**config.mk**
```make
export PLATFORM = sky130hd
export DESIGN_NAME = mem_io_bridge_flat
export DESIGN_NICKNAME = d
export VERILOG_FILES = /design/src/rtl/mem_io_bridge_pkg.sv /design/src/rtl/mem_io_bridge_if.sv /design/src/rtl/mem_io_bridge_arbiter.sv /design/src/rtl/mem_io_bridge.sv /design/src/flat_wrapper.sv
export SDC_FILE = /design/constraint.sdc
export NUM_CORES = 1
export LEC_CHECK = 0
export CAP_MARGIN = 10
export CORE_MARGIN = 2
export CORE_UTILIZATION = 40
export DETAILED_ROUTE_END_ITERATION = 8
export PLACE_DENSITY = 0.69
export SKIP_LAST_GASP = 1
export SYNTH_ARGS = -nofsm -noshare
export SYNTH_HDL_FRONTEND = slang
export SYNTH_SLANG_ARGS = --single-unit
export TNS_END_PERCENT = 30
```
**constraint.sdc**
```tcl
create_clock -name clk -period 8.2 [get_ports clk]
set_input_delay 1.23 -clock clk [delete_from_list [all_inputs] [get_ports clk]]
set_output_delay 1.23 -clock clk [all_outputs]
set_load 0.005 [all_outputs]
```
**src/rtl/mem_io_bridge_pkg.sv**
```systemverilog
// Shared parameters and beat layout for the mesh io bridge.
package mem_io_bridge_pkg;

  function automatic int clog2(input int value);
    int result;
    result = 0;
    while ((1 << result) < value) result++;
    return result;
  endfunction

  localparam int IO_PORTS   = 16;
  localparam int DATA_WIDTH = 16;
  localparam int PORT_WIDTH = clog2(IO_PORTS);
  localparam int DROP_WIDTH = 8;
  localparam int BUS_WIDTH  = IO_PORTS * DATA_WIDTH;

  // tx/rx beats are ordered {port, data} everywhere
  typedef struct packed {
    logic [PORT_WIDTH-1:0] port;
    logic [DATA_WIDTH-1:0] data;
  } beat_t;

endpackage

```
**src/rtl/mem_io_bridge_if.sv**
```systemverilog
// Mesh io bus plus external tx/rx link as seen by the bridge (master) and its
// surroundings (slave).
interface mem_io_bridge_if;
  import mem_io_bridge_pkg::*;

  logic [IO_PORTS-1:0]   io_active_out;
  logic [BUS_WIDTH-1:0]  io_data_out;
  logic [IO_PORTS-1:0]   io_active_in;
  logic [BUS_WIDTH-1:0]  io_data_in;
  logic                  tx_valid;
  logic                  tx_ready;
  logic [PORT_WIDTH-1:0] tx_port;
  logic [DATA_WIDTH-1:0] tx_data;
  logic                  rx_valid;
  logic                  rx_ready;
  logic [PORT_WIDTH-1:0] rx_port;
  logic [DATA_WIDTH-1:0] rx_data;
  logic [DROP_WIDTH-1:0] drop_count;

  modport master (
    input  io_active_out, io_data_out, tx_ready, rx_valid, rx_port, rx_data,
    output io_active_in, io_data_in, tx_valid, tx_port, tx_data, rx_ready, drop_count
  );

  modport slave (
    output io_active_out, io_data_out, tx_ready, rx_valid, rx_port, rx_data,
    input  io_active_in, io_data_in, tx_valid, tx_port, tx_data, rx_ready, drop_count
  );

endinterface

```
**src/rtl/mem_io_bridge_arbiter.sv**
```systemverilog
// Combinational round-robin arbiter: rotate requests so rr_ptr sits at bit 0,
// pick the lowest set bit, then map the offset back to a port index.
module io_rr_arbiter
  import mem_io_bridge_pkg::*;
(
  input  logic [IO_PORTS-1:0]   req,
  input  logic [PORT_WIDTH-1:0] rr_ptr,
  output logic [IO_PORTS-1:0]   grant_oh,
  output logic [PORT_WIDTH-1:0] grant_idx,
  output logic                  any_grant
);

  localparam int SUM_WIDTH = PORT_WIDTH + 1;

  logic [2*IO_PORTS-1:0] doubled;
  logic [2*IO_PORTS-1:0] shifted;
  logic [IO_PORTS-1:0]   rotated;
  logic [PORT_WIDTH-1:0] offset;
  logic [SUM_WIDTH-1:0]  sum;

  // rotate, priority-encode from the pointer upward, un-rotate with wrap
  always_comb begin
    doubled = {req, req};
    shifted = doubled >> rr_ptr;
    rotated = shifted[IO_PORTS-1:0];
    offset  = '0;
    for (int i = IO_PORTS - 1; i >= 0; i--) begin
      if (rotated[i]) offset = PORT_WIDTH'(i);
    end
    sum = SUM_WIDTH'(rr_ptr) + SUM_WIDTH'(offset);
    if (sum >= SUM_WIDTH'(IO_PORTS)) sum = sum - SUM_WIDTH'(IO_PORTS);
    grant_idx = sum[PORT_WIDTH-1:0];
    any_grant = |req;
    grant_oh  = any_grant ? (IO_PORTS'(1) << grant_idx) : '0;
  end

endmodule

```
**src/rtl/mem_io_bridge.sv**
```systemverilog
// Bridges the mesh's parallel io bus to a narrow valid/ready link: outbound
// io writes are queued per port and drained round-robin onto tx, inbound rx
// beats become one-cycle io write pulses into the mesh.
module mem_io_bridge
  import mem_io_bridge_pkg::*;
(
  input  logic           clk,
  input  logic           rst,
  mem_io_bridge_if.master bus
);

  localparam int PORT_SPAN  = 1 << PORT_WIDTH;
  localparam int LOSS_WIDTH = clog2(IO_PORTS + 2);
  localparam int SAT_WIDTH  = DROP_WIDTH + 1;
  localparam logic [DROP_WIDTH-1:0] DROP_MAX = '1;

  logic [IO_PORTS-1:0]   pend;
  logic [DATA_WIDTH-1:0] hold [IO_PORTS];
  logic [PORT_WIDTH-1:0] rr_ptr;
  logic                  tx_valid;
  beat_t                 tx_beat;
  logic [IO_PORTS-1:0]   pulse_active;
  logic [BUS_WIDTH-1:0]  pulse_data;
  logic [DROP_WIDTH-1:0] drop_count;

  logic [IO_PORTS-1:0]   grant_oh;
  logic [PORT_WIDTH-1:0] grant_idx;
  logic                  any_grant;
  logic                  tx_free;
  logic                  grant_fire;
  logic [IO_PORTS-1:0]   granted;
  logic [PORT_WIDTH-1:0] next_ptr;

  logic [PORT_SPAN-1:0]  rx_span;
  logic [IO_PORTS-1:0]   rx_hit;
  logic                  rx_lost;
  logic [BUS_WIDTH-1:0]  rx_vec;

  logic [LOSS_WIDTH-1:0] loss_count;
  logic [SAT_WIDTH-1:0]  drop_sum;
  logic [DROP_WIDTH-1:0] drop_next;

  io_rr_arbiter u_arb (
    .req       (pend),
    .rr_ptr    (rr_ptr),
    .grant_oh  (grant_oh),
    .grant_idx (grant_idx),
    .any_grant (any_grant)
  );

  // a grant happens only when the tx register is empty or being emptied
  always_comb begin
    tx_free    = !tx_valid || bus.tx_ready;
    grant_fire = tx_free && any_grant;
    granted    = grant_fire ? grant_oh : '0;
    next_ptr   = (grant_idx == PORT_WIDTH'(IO_PORTS - 1)) ? '0 : grant_idx + 1'b1;
  end

  // decode the rx port; a port index beyond the mesh decodes to nothing and is lost
  always_comb begin
    rx_span = PORT_SPAN'(1) << bus.rx_port;
    rx_hit  = bus.rx_valid ? rx_span[IO_PORTS-1:0] : '0;
    rx_lost = bus.rx_valid && !(|rx_span[IO_PORTS-1:0]);
    rx_vec  = '0;
    for (int p = 0; p < IO_PORTS; p++) begin
      if (rx_hit[p]) rx_vec[p*DATA_WIDTH +: DATA_WIDTH] = bus.rx_data;
    end
  end

  // sum every beat lost this cycle; an overwrite on a port being granted is not a loss
  always_comb begin
    loss_count = LOSS_WIDTH'(rx_lost);
    for (int p = 0; p < IO_PORTS; p++) begin
      loss_count = loss_count + LOSS_WIDTH'(bus.io_active_out[p] & pend[p] & ~granted[p]);
    end
    drop_sum  = SAT_WIDTH'(drop_count) + SAT_WIDTH'(loss_count);
    drop_next = (drop_sum > {1'b0, DROP_MAX}) ? DROP_MAX : drop_sum[DROP_WIDTH-1:0];
  end

  // outbound queue, round-robin pointer and tx register; tx reads the old hold value
  always_ff @(posedge clk) begin
    if (rst) begin
      pend     <= '0;
      rr_ptr   <= '0;
      tx_valid <= 1'b0;
      tx_beat  <= '0;
      for (int p = 0; p < IO_PORTS; p++) hold[p] <= '0;
    end else begin
      pend <= bus.io_active_out | (pend & ~granted);
      for (int p = 0; p < IO_PORTS; p++) begin
        if (bus.io_active_out[p]) hold[p] <= bus.io_data_out[p*DATA_WIDTH +: DATA_WIDTH];
      end
      if (grant_fire) begin
        tx_valid <= 1'b1;
        tx_beat  <= '{port: grant_idx, data: hold[grant_idx]};
        rr_ptr   <= next_ptr;
      end else if (tx_valid && bus.tx_ready) begin
        tx_valid <= 1'b0;
      end
    end
  end

  // inbound pulse register: exactly one cycle per accepted rx beat
  always_ff @(posedge clk) begin
    if (rst) begin
      pulse_active <= '0;
      pulse_data   <= '0;
    end else begin
      pulse_active <= rx_hit;
      pulse_data   <= rx_vec;
    end
  end

  // saturating loss counter
  always_ff @(posedge clk) begin
    if (rst) drop_count <= '0;
    else     drop_count <= drop_next;
  end

  assign bus.tx_valid     = tx_valid;
  assign bus.tx_port      = tx_beat.port;
  assign bus.tx_data      = tx_beat.data;
  assign bus.rx_ready     = 1'b1;
  assign bus.io_active_in = pulse_active;
  assign bus.io_data_in   = pulse_data;
  assign bus.drop_count   = drop_count;

endmodule

```
**src/flat_wrapper.sv**
```systemverilog
// flat-port wrapper written by rule: the top's interface ports become plain ports
module mem_io_bridge_flat import mem_io_bridge_pkg::*;
  (clk, rst, bus_io_active_out, bus_io_data_out, bus_tx_ready, bus_rx_valid, bus_rx_port, bus_rx_data, bus_io_active_in, bus_io_data_in, bus_tx_valid, bus_tx_port, bus_tx_data, bus_rx_ready, bus_drop_count);
  mem_io_bridge_if bus_i ();
  input  logic clk;
  input  logic rst;
  input wire logic [$bits(bus_i.io_active_out)-1:0] bus_io_active_out;
  input wire logic [$bits(bus_i.io_data_out)-1:0] bus_io_data_out;
  input wire logic [$bits(bus_i.tx_ready)-1:0] bus_tx_ready;
  input wire logic [$bits(bus_i.rx_valid)-1:0] bus_rx_valid;
  input wire logic [$bits(bus_i.rx_port)-1:0] bus_rx_port;
  input wire logic [$bits(bus_i.rx_data)-1:0] bus_rx_data;
  output wire logic [$bits(bus_i.io_active_in)-1:0] bus_io_active_in;
  output wire logic [$bits(bus_i.io_data_in)-1:0] bus_io_data_in;
  output wire logic [$bits(bus_i.tx_valid)-1:0] bus_tx_valid;
  output wire logic [$bits(bus_i.tx_port)-1:0] bus_tx_port;
  output wire logic [$bits(bus_i.tx_data)-1:0] bus_tx_data;
  output wire logic [$bits(bus_i.rx_ready)-1:0] bus_rx_ready;
  output wire logic [$bits(bus_i.drop_count)-1:0] bus_drop_count;
  assign bus_i.io_active_out = bus_io_active_out;
  assign bus_i.io_data_out = bus_io_data_out;
  assign bus_i.tx_ready = bus_tx_ready;
  assign bus_i.rx_valid = bus_rx_valid;
  assign bus_i.rx_port = bus_rx_port;
  assign bus_i.rx_data = bus_rx_data;
  assign bus_io_active_in = bus_i.io_active_in;
  assign bus_io_data_in = bus_i.io_data_in;
  assign bus_tx_valid = bus_i.tx_valid;
  assign bus_tx_port = bus_i.tx_port;
  assign bus_tx_data = bus_i.tx_data;
  assign bus_rx_ready = bus_i.rx_ready;
  assign bus_drop_count = bus_i.drop_count;
  mem_io_bridge u_core (.clk(clk), .rst(rst), .bus(bus_i));
endmodule
```
==> impl_table.tex <==
\begin{tabular}{lr}
\hline
Metric & Value \\
\hline
\multicolumn{2}{l}{\textbf{Placement}} \\
\quad RePlAce Congestion & 0.873 \\
\quad Area after detailed placement & 0.0301 mm2 \\
\quad Post-DP HPWL & $\sim$57 mm \\
\quad \# port buffers & 596 \\
\quad Worst setup slack before clock tree synthesis & -412 ps \\
\multicolumn{2}{l}{\textbf{STA}} \\
\quad Fin crit period & 8350 ps \\
\quad Max-slew violations & 0 \\
\quad Worst-Margin Slew & 1230 ps \\
\quad Final setup violation count & 8 \\
\quad Highest attainable clock frequency & 120 MHz \\
\quad Hold Slack & 466 ps \\
\quad Worst Slack Setup Final & -146 ps \\
\quad Final worst path period share & 102\% \\
\quad Worst clock skew & 41.4 ps \\
\quad Hold Fails Final Rpt & 0 \\
\quad Unrepaired setup endpoints after global routing & true \\
\quad Headroom to the max-slew limit & 17.5\% \\
\multicolumn{2}{l}{\textbf{Power}} \\
\quad Worst voltage drop across the vdd grid & 622 uV \\
\quad Sw Ratio & about 36\% \\
\quad Pint & 0.00755 W \\
\quad Pwr dens & 365 mW/mm2 \\
\quad Gate power share & 49.0\% \\
\quad Sequential Power Share & about 28\% \\
\quad Fraction of power consumed by the clock network & 23.1\% \\
\quad Static power due to leakage & 12.4 nW \\
\quad Net Sw Power & 0.00430 W \\
\quad Pwr Total & 0.0119 W \\
\multicolumn{2}{l}{\textbf{Setup path}} \\
\quad Setup slack on the worst flop-to-flop path & -150 ps \\
\quad Largest driver fanout on the critical path & 6 \\
\quad Most frequent cell on the critical path & sky130\_fd\_sc\_hd\_\_fa\_1 \\
\quad Worst Path Arrival & just under 9000 ps \\
\quad Element type at the critical path start & flop \\
\quad Element type at the critical path end & flop \\
\quad R2r endpoint & u\_core.bus.drop\_count[7]\$\_SDFF\_PP0\_ \\
\quad Depth of the worst register-to-register path & 36 \\
\quad Required time at the endpoint of the critical path & about 8700 ps \\
\quad Slowest cell on crit path & sky130\_fd\_sc\_hd\_\_fa\_4 \\
\quad Crit Path Class & reg2reg \\
\quad Reg-to-reg critical path startpoint & u\_core.rr\_ptr[1]\$\_SDFFE\_PP0P\_ \\
\quad Slowest cell delay on critical path & 660 ps \\
\multicolumn{2}{l}{\textbf{Logic synthesis}} \\
\quad Post-synthesis share of cell area spent on xor and xnor gates & 0.536\% \\
\quad Proportion of synthesized area in mux cells & roughly a tenth \\
\quad Post-synthesis compound-gate area fraction & under 10\% \\
\quad Most instantiated flip-flop cell in the synthesis netlist & sky130\_fd\_sc\_hd\_\_dfxtp\_1 \\
\quad Cells after synthesis & 1772 \\
\quad Number of flip-flops and latches in the synthesized netlist & 577 \\
\quad Share of synthesized registers carrying an async set or reset & 0\% \\
\quad Post-synthesis share of cell area spent on and, or, nand and nor gates & about a fifth \\
\quad Number of distinct library cells after synthesis & between 50 and 60 \\
\quad Combinational family with the most area after synthesis & simple AND/OR/NAND/NOR gates \\
\quad Average size of a mapped cell & about 13 um2 \\
\quad Number of enable flip-flop cells after synthesis & $\sim$260 \\
\quad Yosys warning total & 0 \\
\quad Share of the yosys chip area belonging to registers & 61.7\% \\
\quad Largest cells by area after synthesis & sky130\_fd\_sc\_hd\_\_edfxtp\_1 34\%, sky130\_fd\_sc\_hd\_\_dfxtp\_1 28\%, sky130\_fd\_sc\_hd\_\_and2\_1 11\% \\
\quad Cell taking the most area after synthesis & sky130\_fd\_sc\_hd\_\_edfxtp\_1 \\
\quad Yosys top cell area share & 33.6\% \\
\quad Post-synthesis adder-cell area fraction & 2.12\% \\
\quad Post-Synthesis Cell Area & 0.0229 mm2 \\
\quad Synth top cells by count & 417 x sky130\_fd\_sc\_hd\_\_and2\_1, 321 x sky130\_fd\_sc\_hd\_\_dfxtp\_1, 256 x sky130\_fd\_sc\_hd\_\_edfxtp\_1 \\
\quad Most numerous cell in the Yosys netlist & sky130\_fd\_sc\_hd\_\_and2\_1 \\
\multicolumn{2}{l}{\textbf{Global route}} \\
\quad Global-route usage over all layers & 26.2\% \\
\quad Pin count of the biggest net entering global routing & 88 \\
\quad Global-route wire length before repair & 114 mm \\
\quad Overflow left after global routing & 0 \\
\quad Number of antenna violations at the first check in global routing & 12 \\
\quad Via count of the first global-routing pass & 17400 \\
\multicolumn{2}{l}{\textbf{Die}} \\
\quad Cell Rows & 87 \\
\quad Num ports & 598 \\
\quad Die area & around 0.059 mm2 \\
\quad Core Box Area & roughly 0.056 mm2 \\
\quad Die Ht & 243 um \\
\quad Overall die width & around 240 um \\
\quad Initial core utilization & 40.5\% \\
\multicolumn{2}{l}{\textbf{Routing}} \\
\quad Average detailed-routed wire length per instance & 24.2 um \\
\quad Post-route DRC & 0 \\
\quad Via count of the routed design & 16300 \\
\quad Final wirelength & between 70 and 80 mm \\
\quad Post-DR vias/cell & 5.05 \\
\quad Initial drt markers & 967 \\
\quad Residual antenna-violating net count after detailed routing & 0 \\
\quad Length of the first detailed-routing pass in iterations & 5 \\
\multicolumn{2}{l}{\textbf{CTS}} \\
\quad Maximum buffer depth of the clock tree & 3 \\
\quad CTS H-tree lvls & 2 \\
\quad Clock sink total & between 500 and 600 \\
\quad Post-CTS clock slew at the launch and capture registers of the worst setup and hold paths & 60 ps \\
\quad Source-to-sink clock delay at the later pin of the worst-skew pair & 630 ps \\
\quad Clock tree from TritonCTS & yes \\
\quad CTS Buf Count & 61 \\
\quad CTS root buf & sky130\_fd\_sc\_hd\_\_clkbuf\_16 \\
\multicolumn{2}{l}{\textbf{Min path}} \\
\quad Worst hold path cell count & 2 \\
\quad WHS Endpoint & u\_core.bus.tx\_port[0]\$\_SDFFE\_PP0P\_ \\
\quad Hold path startpoint & u\_core.bus.tx\_port[0]\$\_SDFFE\_PP0P\_ \\
\quad Type of the most critical hold path & reg2reg \\
\multicolumn{2}{l}{\textbf{Run status}} \\
\quad Violated checks & setup timing \\
\quad Result of the run & complete, but fails checks \\
\multicolumn{2}{l}{\textbf{Final layout}} \\
\quad Final std cell area, no fill & 0.0325 mm2 \\
\quad Syn-to-layout area delta & 42.1\% \\
\quad Final cell utilization of the core & between 50\% and 60\% \\
\quad Ratio of cells with drive above 1 in the final layout & 15.0\% \\
\quad Nets & approximately 2700 \\
\multicolumn{2}{l}{\textbf{Flow run}} \\
\quad Max-capacitance violation count & 0 \\
\hline
\end{tabular}
==> power groups by stage <==
stage | clock, W | combinational (W) | sequential (W)
6_report | 0.00274 | 0.00581 | 0.00330
3_3_place_gp | 0 | 0.00539 | 0.00334
2_1_floorplan | 0 | 0.00356 | 0.00331
4_1_cts | 0.00278 | 0.00572 | 0.00329
3_5_place_dp | 0 | 0.00545 | 0.00335
5_1_grt | 0.00289 | 0.00621 | 0.00331
==> sequential cells by signal (all words and copies together) (netlist names) <==
signal	flops
u_core.bus.io_data_in	256
u_core.hold	256
u_core.bus.io_active_in	16
u_core.bus.tx_data	16
u_core.pend	16
u_core.bus.drop_count	8
u_core.bus.tx_port	4
u_core.rr_ptr	4
u_core.bus.tx_valid	1
==> metal layers <==
metal | vias to the layer above | wire length (um) | global-route usage (%) | share of wire (%)
met2 | 586 | 40300 | 46.2 | 52
met3 | 123 | 6360 | 8.09 | 8.1
met5 | - | 13 | 0 | 0.017
met4 | 2 | 2400 | 9.35 | 3.1
li1 | 7458 | - | - | -
met1 | 8168 | 29000 | 29.8 | 37
==> worst max path at each step <==
| stage | endpoint | slack (ps) | from |
|---|---|---|---|
| finish | u_core.bus.drop_count[7]$_SDFF_PP0_ | -150 | u_core.rr_ptr[1]$_SDFFE_PP0P_ |
| floorplan | u_core.bus.drop_count[7]$_SDFF_PP0_ | 40 | u_core.rr_ptr[1]$_SDFFE_PP0P_ |
| detailed placement | u_core.bus.drop_count[1]$_SDFF_PP0_ | -410 | u_core.rr_ptr[1]$_SDFFE_PP0P_ |
| global placement | u_core.bus.drop_count[7]$_SDFF_PP0_ | -300 | u_core.rr_ptr[1]$_SDFFE_PP0P_ |
| CTS | u_core.bus.drop_count[7]$_SDFF_PP0_ | -150 | u_core.rr_ptr[1]$_SDFFE_PP0P_ |
| global route | u_core.bus.drop_count[7]$_SDFF_PP0_ | -500 | u_core.rr_ptr[1]$_SDFFE_PP0P_ |
==> cell families (layout without fill, tap and decap cells) <==
family                     after synthesis  after routing
other                                    1             13
xor gates and xnor gates                11             11
adders and majority gates               31             31
muxes                                  138            138
DFF                                    577            577
AOI/OAI and AO/OA                      119            119
buffers and inverters                  153            846
and+or+nand+nor                        742            742
==> placed cells by master (no fill, tap or decap), types with 5 or more instances in the layout <==
| master | Yosys | final |
|---|---|---|
| sky130_fd_sc_hd__diode_2 | 0 | 11 |
| sky130_fd_sc_hd__dfxtp_1 | 321 | 320 |
| sky130_fd_sc_hd__mux2i_2 | 0 | 8 |
| sky130_fd_sc_hd__a21oi_1 | 50 | 47 |
| sky130_fd_sc_hd__nor2_2 | 0 | 5 |
| sky130_fd_sc_hd__nand2_1 | 55 | 49 |
| sky130_fd_sc_hd__clkinv_2 | 0 | 8 |
| sky130_fd_sc_hd__nand2_2 | 0 | 5 |
| sky130_fd_sc_hd__a41oi_1 | 16 | 16 |
| sky130_fd_sc_hd__o211ai_1 | 6 | 6 |
| sky130_fd_sc_hd__clkbuf_8 | 0 | 6 |
| sky130_fd_sc_hd__buf_4 | 2 | 91 |
| sky130_fd_sc_hd__a21o_1 | 5 | 5 |
| sky130_fd_sc_hd__ha_1 | 18 | 13 |
| sky130_fd_sc_hd__clkbuf_1 | 94 | 16 |
| sky130_fd_sc_hd__o21ai_2 | 0 | 11 |
| sky130_fd_sc_hd__clkbuf_16 | 0 | 63 |
| sky130_fd_sc_hd__o21ai_0 | 20 | 11 |
| sky130_fd_sc_hd__fa_1 | 13 | 9 |
| sky130_fd_sc_hd__inv_1 | 39 | 34 |
| sky130_fd_sc_hd__nor4_1 | 22 | 22 |
| sky130_fd_sc_hd__nor2b_1 | 101 | 100 |
| sky130_fd_sc_hd__edfxtp_1 | 256 | 256 |
| sky130_fd_sc_hd__mux2i_1 | 46 | 38 |
| sky130_fd_sc_hd__or2_2 | 19 | 17 |
| sky130_fd_sc_hd__ha_4 | 0 | 5 |
| sky130_fd_sc_hd__nor2_1 | 52 | 47 |
| sky130_fd_sc_hd__mux2_2 | 12 | 9 |
| sky130_fd_sc_hd__or4_1 | 16 | 16 |
| sky130_fd_sc_hd__and2_1 | 417 | 417 |
| sky130_fd_sc_hd__buf_6 | 5 | 9 |
| sky130_fd_sc_hd__mux4_2 | 80 | 80 |
| sky130_fd_sc_hd__nor3_1 | 37 | 35 |
| sky130_fd_sc_hd__clkdlybuf4s50_1 | 0 | 595 |
==> layout make-up <==
type | instances | area, um2
clock inverters | 22 | 262
multi-input cells | 1043 | 8460
inverters | 40 | 153
diodes | 11 | 27.5
well taps | 756 | 946
repair buffers | 699 | 6830
fillers | 4539 | 24000
clock buffers | 85 | 1720
flip-flops and latches | 577 | 14100
==> worst max-delay path: cells and delay by family (launching register included) <==
family	cells	cell delay (ps)
flip-flops	1	380
multiplexers	2	750
adder cells (fa/ha/maj)	10	4000
buffers and inverters	8	650
AND/OR/NAND/NOR	4	280
AO/OA/AOI/OAI	12	2140
==> timing repair <==
action | CTS | global route
pin swaps | 21 | 10
gates cloned | 1 | 0
gates resized for setup | 54 | 19
setup buffers | 10 | 5
hold endpoints to repair | 0 | 0
hold buffers | 0 | 0
endpoints found under the setup margin | 8 | 8
==> stage by stage <==
step	TNS, ps	instances
2_1_floorplan	0	1773
3_3_place_gp	-2060	3096
3_5_place_dp	-3110	3096
4_1_cts	-593	3214
5_1_grt	-3700	3233
6_report	-931	3233
Note: power is estimated with default switching activity, not from simulation.
